[src/rtl/pipe_ctrl_pkg.sv]
// rtl/pipe_ctrl_pkg.sv - shared types and constants for the pipeline sequencer
package pipe_ctrl_pkg;

  localparam int STALL_W = 6;

  typedef enum logic [1:0] {
    ST_RUN  = 2'd0,
    ST_HALT = 2'd1,
    ST_STEP = 2'd2
  } state_e;

  localparam logic [31:0] EXC_INT      = 32'h0000_0001;
  localparam logic [31:0] EXC_SYSCALL  = 32'h0000_0008;
  localparam logic [31:0] EXC_INVALID  = 32'h0000_000a;
  localparam logic [31:0] EXC_OVERFLOW = 32'h0000_000c;
  localparam logic [31:0] EXC_TRAP     = 32'h0000_000d;
  localparam logic [31:0] EXC_ERET     = 32'h0000_000e;

  // Each request holds its own stage and everything upstream of it.
  localparam logic [STALL_W-1:0] STALL_NONE = 6'b000000;
  localparam logic [STALL_W-1:0] STALL_IF   = 6'b000011;
  localparam logic [STALL_W-1:0] STALL_ID   = 6'b000111;
  localparam logic [STALL_W-1:0] STALL_EX   = 6'b001111;
  localparam logic [STALL_W-1:0] STALL_MEM  = 6'b011111;
  localparam logic [STALL_W-1:0] STALL_ALL  = 6'b111111;

endpackage

[src/rtl/pipe_ctrl_if.sv]
// rtl/pipe_ctrl_if.sv - stall request / exception / redirect bundle between core and sequencer
interface pipe_ctrl_if;
  import pipe_ctrl_pkg::*;

  logic               stallreq_if;
  logic               stallreq_id;
  logic               stallreq_ex;
  logic               stallreq_mem;
  logic [31:0]        excepttype;
  logic [31:0]        cp0_epc;
  logic [STALL_W-1:0] stall;
  logic               flush;
  logic [31:0]        new_pc;

  modport master (
    output stallreq_if, stallreq_id, stallreq_ex, stallreq_mem, excepttype, cp0_epc,
    input  stall, flush, new_pc
  );

  modport slave (
    input  stallreq_if, stallreq_id, stallreq_ex, stallreq_mem, excepttype, cp0_epc,
    output stall, flush, new_pc
  );

endinterface

[src/rtl/pipe_stall_mon.sv]
// rtl/pipe_stall_mon.sv - stall timeout detection plus stall and flush performance counters
module pipe_stall_mon #(
  parameter int TIMEOUT = 1024,
  parameter int CNT_W   = 32
) (
  input  logic             clk,
  input  logic             rst,
  input  logic             i_active,
  input  logic             i_pc_stall,
  input  logic             i_flush,
  output logic             o_stall_timeout,
  output logic [CNT_W-1:0] o_stall_cycles,
  output logic [15:0]      o_flush_count
);

  localparam int              TO_W    = $clog2(TIMEOUT);
  localparam logic [TO_W-1:0] TO_LAST = TO_W'(TIMEOUT - 1);

  logic [TO_W-1:0]  r_to_cnt;
  logic             r_timeout;
  logic [CNT_W-1:0] r_stall_cycles;
  logic [15:0]      r_flush_count;

  always_ff @(posedge clk) begin
    if (rst) begin
      r_to_cnt       <= '0;
      r_timeout      <= 1'b0;
      r_stall_cycles <= '0;
      r_flush_count  <= '0;
    end else begin
      // Counter is frozen while halted so a debug pause does not mask a hang.
      if (i_active) begin
        if (i_flush || !i_pc_stall) begin
          r_to_cnt <= '0;
        end else if (r_to_cnt == TO_LAST) begin
          r_timeout <= 1'b1;
        end else begin
          r_to_cnt <= r_to_cnt + 1'b1;
        end
        if (i_pc_stall) begin
          r_stall_cycles <= r_stall_cycles + 1'b1;
        end
      end
      if (i_flush) begin
        r_flush_count <= r_flush_count + 1'b1;
      end
    end
  end

  assign o_stall_timeout = r_timeout;
  assign o_stall_cycles  = r_stall_cycles;
  assign o_flush_count   = r_flush_count;

endmodule

[src/rtl/pipe_ctrl.sv]
// rtl/pipe_ctrl.sv - pipeline stall/flush sequencer with debug halt and single-step
module pipe_ctrl
  import pipe_ctrl_pkg::*;
#(
  parameter logic [31:0] EXC_VECTOR = 32'h0000_0020,
  parameter int          TIMEOUT    = 1024,
  parameter int          CNT_W      = 32
) (
  input  logic             clk,
  input  logic             rst,
  pipe_ctrl_if.slave       pipe,
  input  logic             i_dbg_halt_req,
  input  logic             i_dbg_step,
  output logic             o_halted,
  output logic             o_stall_timeout,
  output logic [CNT_W-1:0] o_stall_cycles,
  output logic [15:0]      o_flush_count
);

  state_e             r_state;
  state_e             w_state_nxt;
  logic               r_halted;
  logic [STALL_W-1:0] w_base_stall;
  logic [STALL_W-1:0] w_stall;
  logic               w_flush;
  logic [31:0]        w_new_pc;

  always_comb begin
    w_base_stall = STALL_NONE;
    if (pipe.stallreq_mem)     w_base_stall = STALL_MEM;
    else if (pipe.stallreq_ex) w_base_stall = STALL_EX;
    else if (pipe.stallreq_id) w_base_stall = STALL_ID;
    else if (pipe.stallreq_if) w_base_stall = STALL_IF;
  end

  // HALT ignores exceptions: the frozen MEM stage would keep re-flushing.
  always_comb begin
    w_stall  = STALL_NONE;
    w_flush  = 1'b0;
    w_new_pc = '0;
    if (!rst) begin
      if (r_state == ST_HALT) begin
        w_stall = STALL_ALL;
      end else if (pipe.excepttype != '0) begin
        w_flush  = 1'b1;
        w_new_pc = (pipe.excepttype == EXC_ERET) ? pipe.cp0_epc : EXC_VECTOR;
      end else begin
        w_stall = w_base_stall;
      end
    end
  end

  always_comb begin
    w_state_nxt = r_state;
    case (r_state)
      ST_RUN: begin
        if (i_dbg_halt_req) w_state_nxt = ST_HALT;
      end
      ST_HALT: begin
        if (!i_dbg_halt_req) w_state_nxt = ST_RUN;
        else if (i_dbg_step) w_state_nxt = ST_STEP;
      end
      ST_STEP: begin
        // A step ends once the PC is free to advance or the pipe is flushed.
        if (!w_stall[0] || w_flush) begin
          w_state_nxt = i_dbg_halt_req ? ST_HALT : ST_RUN;
        end
      end
      default: w_state_nxt = ST_RUN;
    endcase
  end

  always_ff @(posedge clk) begin
    if (rst) begin
      r_state  <= ST_RUN;
      r_halted <= 1'b0;
    end else begin
      r_state  <= w_state_nxt;
      r_halted <= (w_state_nxt == ST_HALT);
    end
  end

  pipe_stall_mon #(
    .TIMEOUT (TIMEOUT),
    .CNT_W   (CNT_W)
  ) u_stall_mon (
    .clk             (clk),
    .rst             (rst),
    .i_active        (r_state != ST_HALT),
    .i_pc_stall      (w_stall[0]),
    .i_flush         (w_flush),
    .o_stall_timeout (o_stall_timeout),
    .o_stall_cycles  (o_stall_cycles),
    .o_flush_count   (o_flush_count)
  );

  assign pipe.stall  = w_stall;
  assign pipe.flush  = w_flush;
  assign pipe.new_pc = w_new_pc;
  assign o_halted    = r_halted;

endmodule

[src/flat_wrapper.sv]
// flat-port wrapper written by rule: the top's interface ports become plain ports
module pipe_ctrl_flat import pipe_ctrl_pkg::*;
#(
  parameter logic [31:0] EXC_VECTOR = 32'h0000_0020,
  parameter int          TIMEOUT    = 1024,
  parameter int          CNT_W      = 32
)
  (clk, rst, i_dbg_halt_req, i_dbg_step, o_halted, o_stall_timeout, o_stall_cycles, o_flush_count, pipe_stallreq_if, pipe_stallreq_id, pipe_stallreq_ex, pipe_stallreq_mem, pipe_excepttype, pipe_cp0_epc, pipe_stall, pipe_flush, pipe_new_pc);
  pipe_ctrl_if pipe_i ();
  input  logic clk;
  input  logic rst;
  input  logic i_dbg_halt_req;
  input  logic i_dbg_step;
  output logic o_halted;
  output logic o_stall_timeout;
  output logic [CNT_W-1:0] o_stall_cycles;
  output logic [15:0] o_flush_count;
  input wire logic [$bits(pipe_i.stallreq_if)-1:0] pipe_stallreq_if;
  input wire logic [$bits(pipe_i.stallreq_id)-1:0] pipe_stallreq_id;
  input wire logic [$bits(pipe_i.stallreq_ex)-1:0] pipe_stallreq_ex;
  input wire logic [$bits(pipe_i.stallreq_mem)-1:0] pipe_stallreq_mem;
  input wire logic [$bits(pipe_i.excepttype)-1:0] pipe_excepttype;
  input wire logic [$bits(pipe_i.cp0_epc)-1:0] pipe_cp0_epc;
  output wire logic [$bits(pipe_i.stall)-1:0] pipe_stall;
  output wire logic [$bits(pipe_i.flush)-1:0] pipe_flush;
  output wire logic [$bits(pipe_i.new_pc)-1:0] pipe_new_pc;
  assign pipe_i.stallreq_if = pipe_stallreq_if;
  assign pipe_i.stallreq_id = pipe_stallreq_id;
  assign pipe_i.stallreq_ex = pipe_stallreq_ex;
  assign pipe_i.stallreq_mem = pipe_stallreq_mem;
  assign pipe_i.excepttype = pipe_excepttype;
  assign pipe_i.cp0_epc = pipe_cp0_epc;
  assign pipe_stall = pipe_i.stall;
  assign pipe_flush = pipe_i.flush;
  assign pipe_new_pc = pipe_i.new_pc;
  pipe_ctrl #(.EXC_VECTOR(EXC_VECTOR), .TIMEOUT(TIMEOUT), .CNT_W(CNT_W)) u_core (.clk(clk), .rst(rst), .pipe(pipe_i), .i_dbg_halt_req(i_dbg_halt_req), .i_dbg_step(i_dbg_step), .o_halted(o_halted), .o_stall_timeout(o_stall_timeout), .o_stall_cycles(o_stall_cycles), .o_flush_count(o_flush_count));
endmodule
[config.mk]
export PLATFORM = sky130hd
export DESIGN_NAME = pipe_ctrl_flat
export DESIGN_NICKNAME = d
export VERILOG_FILES = /design/src/rtl/pipe_ctrl_pkg.sv /design/src/rtl/pipe_ctrl_if.sv /design/src/rtl/pipe_stall_mon.sv /design/src/rtl/pipe_ctrl.sv /design/src/flat_wrapper.sv
export SDC_FILE = /design/constraint.sdc
export NUM_CORES = 1
export LEC_CHECK = 0
export CAP_MARGIN = 30
export CELL_PAD_IN_SITES_DETAIL_PLACEMENT = 1
export CELL_PAD_IN_SITES_GLOBAL_PLACEMENT = 1
export CORE_MARGIN = 5
export CORE_UTILIZATION = 42
export CTS_BUF_LIST = sky130_fd_sc_hd__clkbuf_4 sky130_fd_sc_hd__clkbuf_8
export CTS_CLUSTER_DIAMETER = 30
export CTS_CLUSTER_SIZE = 10
export DETAILED_ROUTE_END_ITERATION = 8
export DONT_BUFFER_PORTS = 1
export PLACE_DENSITY_LB_ADDON = 0.1
export SLEW_MARGIN = 20
export SYNTH_ARGS = -nofsm -noshare
export SYNTH_HDL_FRONTEND = slang
export SYNTH_SLANG_ARGS = --single-unit
export TNS_END_PERCENT = 50
[constraint.sdc]
create_clock -name clk -period 2.6 [get_ports clk]
set_input_delay 0.26 -clock clk [delete_from_list [all_inputs] [get_ports clk]]
set_output_delay 0.26 -clock clk [all_outputs]
set_load 0.005 [all_outputs]
==> impl_metrics.toml <==
[power_and_ir_drop]
p_seq_share_pct = 52.7
ir_worst_vdd_mv = 0.1982
p_leak_nw = 1.183
combPwrFrac_pct = 5.3
power_density_nw_per_um2 = 471.9
p_sw_share_pct = 24.85
p_clk_share_pct = 42.0
p_int_w = 0.001377
power_switching_w = 0.0004553

[critical_path]
reg2reg_slack_ns = 0.42
max_stage_delay_ns = 0.66
setup.worst_path.start_class = "flop"
crit_path_max_fanout = 28
setup.worst_path.end_class = "primary output"
slowest_stage = "nor2b_1"
regToRegEndpoint = "u_core.u_stall_mon.o_stall_cycles[27]$_SDFFE_PP0P_"
r2r_cells = 5
crit_required_ns = 2.34
critPathKind = "flop to primary output"
crit_chain = "nor2b_1, nor2_1, o31ai_2, buf_4, inv_1"
crit_arrival_ns = 2.04
timing.rr.start = "u_core.u_stall_mon.o_stall_cycles[6]$_SDFFE_PP0P_"

[grt]
grt_pass1_vias = 3561
grt_usage_pct = 21.99
overflow = 0
grt_pass1_wl_mm = 18.20
grt_start_max_net_pins = 47
antenna_found_initial = 0

[yosys]
ys.flop_type = "dfxtp_1"
synthCells = 429
synth.distinct_cells = 45
yosys_warnings = 0
ys_top_cells_by_area = "dfxtp_1 (35%), o31ai_1 (9.0%), or4_1 (8.8%), a21oi_1 (7.4%), and2_1 (5.8%)"
synth_edf_count = 0
syn_nets = 504
synth-seq-cells = 62
syn-cell-area_sq_um = 3590
synth_top_cell_by_area = "dfxtp_1"
synth_top_area_share_pct = 34.58
yosysSeqAreaShare_pct = 34.58
postSynth.asyncResetShare_pct = 0
synth_area_per_cell_sq_um = 8.368

[layout]
area_growth_pct = 8.156
utilization_pct = 47.02
layout_commonest_cell = "dfxtp_1"
drive_gt1_share_pct = 12.06
layout_common_cells = "dfxtp_1 (62), a21oi_1 (53), o31ai_1 (42), or4_1 (42)"
n_antenna_cell = 0
layout.nets = 503

[clocking]
clk_latency_ns = 0.34
path_clk_slew_ns = 0.07
clock_sinks = 62
cts_made_buffers = 9
clockRootBuffer = "clkbuf_8"
cts_resized = 0
clock_path_buffers = 2
cts_htree_levels = 3
tritoncts = "yes"

[timing]
final-hold-violation-count = 0
whs_ns = 0.04677
fmax_mhz = 434.1
maxSlewViolCount = 0
period_minus_slack_ns = 2.303
tns_ns = 0
setup_viol = 0
finalClockSkew_ns = 0.01127
fin_crit_sh_pct = 88.59
rsz0062_at_grt = "no"
max_slew_margin_pct = 46.11
tightestPinTransition_ns = 0.8066
fin_ws_ns = 0.2965

[min_path]
hold-path-endpoint = "u_core.r_state[0]$_SDFF_PP0_"
hold_depth = 1
hp-class = "input pin to flop"
hold_start = "i_dbg_halt_req"

[floorplanning]
die_w_microns = 102.5
initial_core_util_pct = 43.47
rows = 33
die-area_sq_um = 10500
die_h_microns = 102.5
fp.coreArea_sq_um = 8258
ioPinCount = 161

[detailed_routing]
drtIter0Drc = 98
antenna_left = 0
routed_wl_mm = 11.59
drtPass1Iterations = 4
via_per_inst = 6.451
num_vias = 3458
drt-wirelength-per-cell_microns = 21.62
drt_drc_violations_left = 0

[placement]
place.port_buffers = 0
routabilityCongestion = 0.7684
dp_slack_ns = 0.3658
hpwl_mm = 8.439

[outcome]
status = "complete, no violations"

[run]
max_cap_viol_count = 0
==> power by group through the flow <==
stage / logic (W) / clock network, W / registers [W]
3_5_place_dp: 0.0000790 / 0 / 0.000988
6_report: 0.0000962 / 0.000770 / 0.000966
4_1_cts: 0.0000970 / 0.000789 / 0.000966
2_1_floorplan: 0.0000672 / 0 / 0.000986
5_1_grt: 0.000106 / 0.000837 / 0.000967
3_3_place_gp: 0.0000769 / 0 / 0.000988
==> worst max-delay path: cells and delay by family (launching register included) <==
family                 cells  cell delay, ns
and+or+nand+nor            2            0.81
AOI/OAI and AO/OA          1            0.12
DFF                        1            0.35
buffers and inverters      2            0.41
==> per-stage QoR <==
step | cell area [sq um] | power, W | instances
after floorplan | 3590 | 0.001053 | 429
after global placement | 3680 | 0.001065 | 520
after detailed placement | 3680 | 0.001067 | 520
after CTS | 3882 | 0.001852 | 536
after global routing | 3882 | 0.001910 | 536
final | 3882 | 0.001832 | 536
==> registers in the layout, indices dropped and copies added, names as in the netlist <==
signal	count
u_core.u_stall_mon.o_stall_timeout	1
u_core.r_state	2
u_core.u_stall_mon.r_to_cnt	10
u_core.o_halted	1
u_core.u_stall_mon.o_stall_cycles	32
u_core.u_stall_mon.o_flush_count	16
==> synth_stat cells, drive strengths merged, types with 2 or more instances <==
cell type / count
a21oi: 53
and2: 33
and3: 8
and4: 5
buf: 9
clkbuf: 18
dfxtp: 62
ha: 3
inv: 9
mux2: 3
nand2: 19
nand3: 34
nand4: 15
nor2: 15
nor2b: 5
nor3: 7
nor4: 9
o211a: 2
o21ai: 12
o31ai: 43
or2: 2
or3: 11
or4: 42
==> worst max-delay path by stage <==
stage,startpoint,to,depth (start not counted)
floorplan,pipe_excepttype[21],pipe_new_pc[0],6
global placement,pipe_excepttype[0],u_core.u_stall_mon.o_stall_cycles[4]$_SDFFE_PP0P_,5
detailed placement,pipe_excepttype[0],u_core.u_stall_mon.o_stall_cycles[4]$_SDFFE_PP0P_,5
CTS,u_core.r_state[0]$_SDFF_PP0_,pipe_flush,5
global route,u_core.r_state[0]$_SDFF_PP0_,pipe_flush,5
finish,u_core.r_state[0]$_SDFF_PP0_,pipe_flush,5
==> area by class of cell <==
| cell class | count | area, sq um |
|---|---|---|
| flip-flops and latches | 62 | 1241 |
| well taps | 105 | 131.4 |
| clock buffers | 11 | 151.4 |
| repair buffers | 15 | 127.6 |
| inverters | 9 | 33.78 |
| multi-input cells | 331 | 2176 |
| fillers | 1002 | 4375 |
| clock inverters | 3 | 21.27 |
==> metal layers <==
layer,part of all wire [%],vias to the layer above,track usage [%]
li1,-,1654,-
met1,41,1655,25.19
met2,49,129,38.18
met3,7.5,20,6.689
met4,2.5,0,8.577
met5,0,-,0
==> what timing repair did <==
item                                   CTS  global route
hold buffers                             2             0
buffers inserted                         0             0
endpoints found under the hold margin   45             0
==> cells by family after synthesis <==
family,share of synthesized area (%)
xor+xnor,0.2440
compound gates,19.73
fa+ha+maj,1.046
simple gates,38.10
flops,34.58
mux,1.220
buf+inv,5.088
Power figures use the tool's default switching activity.
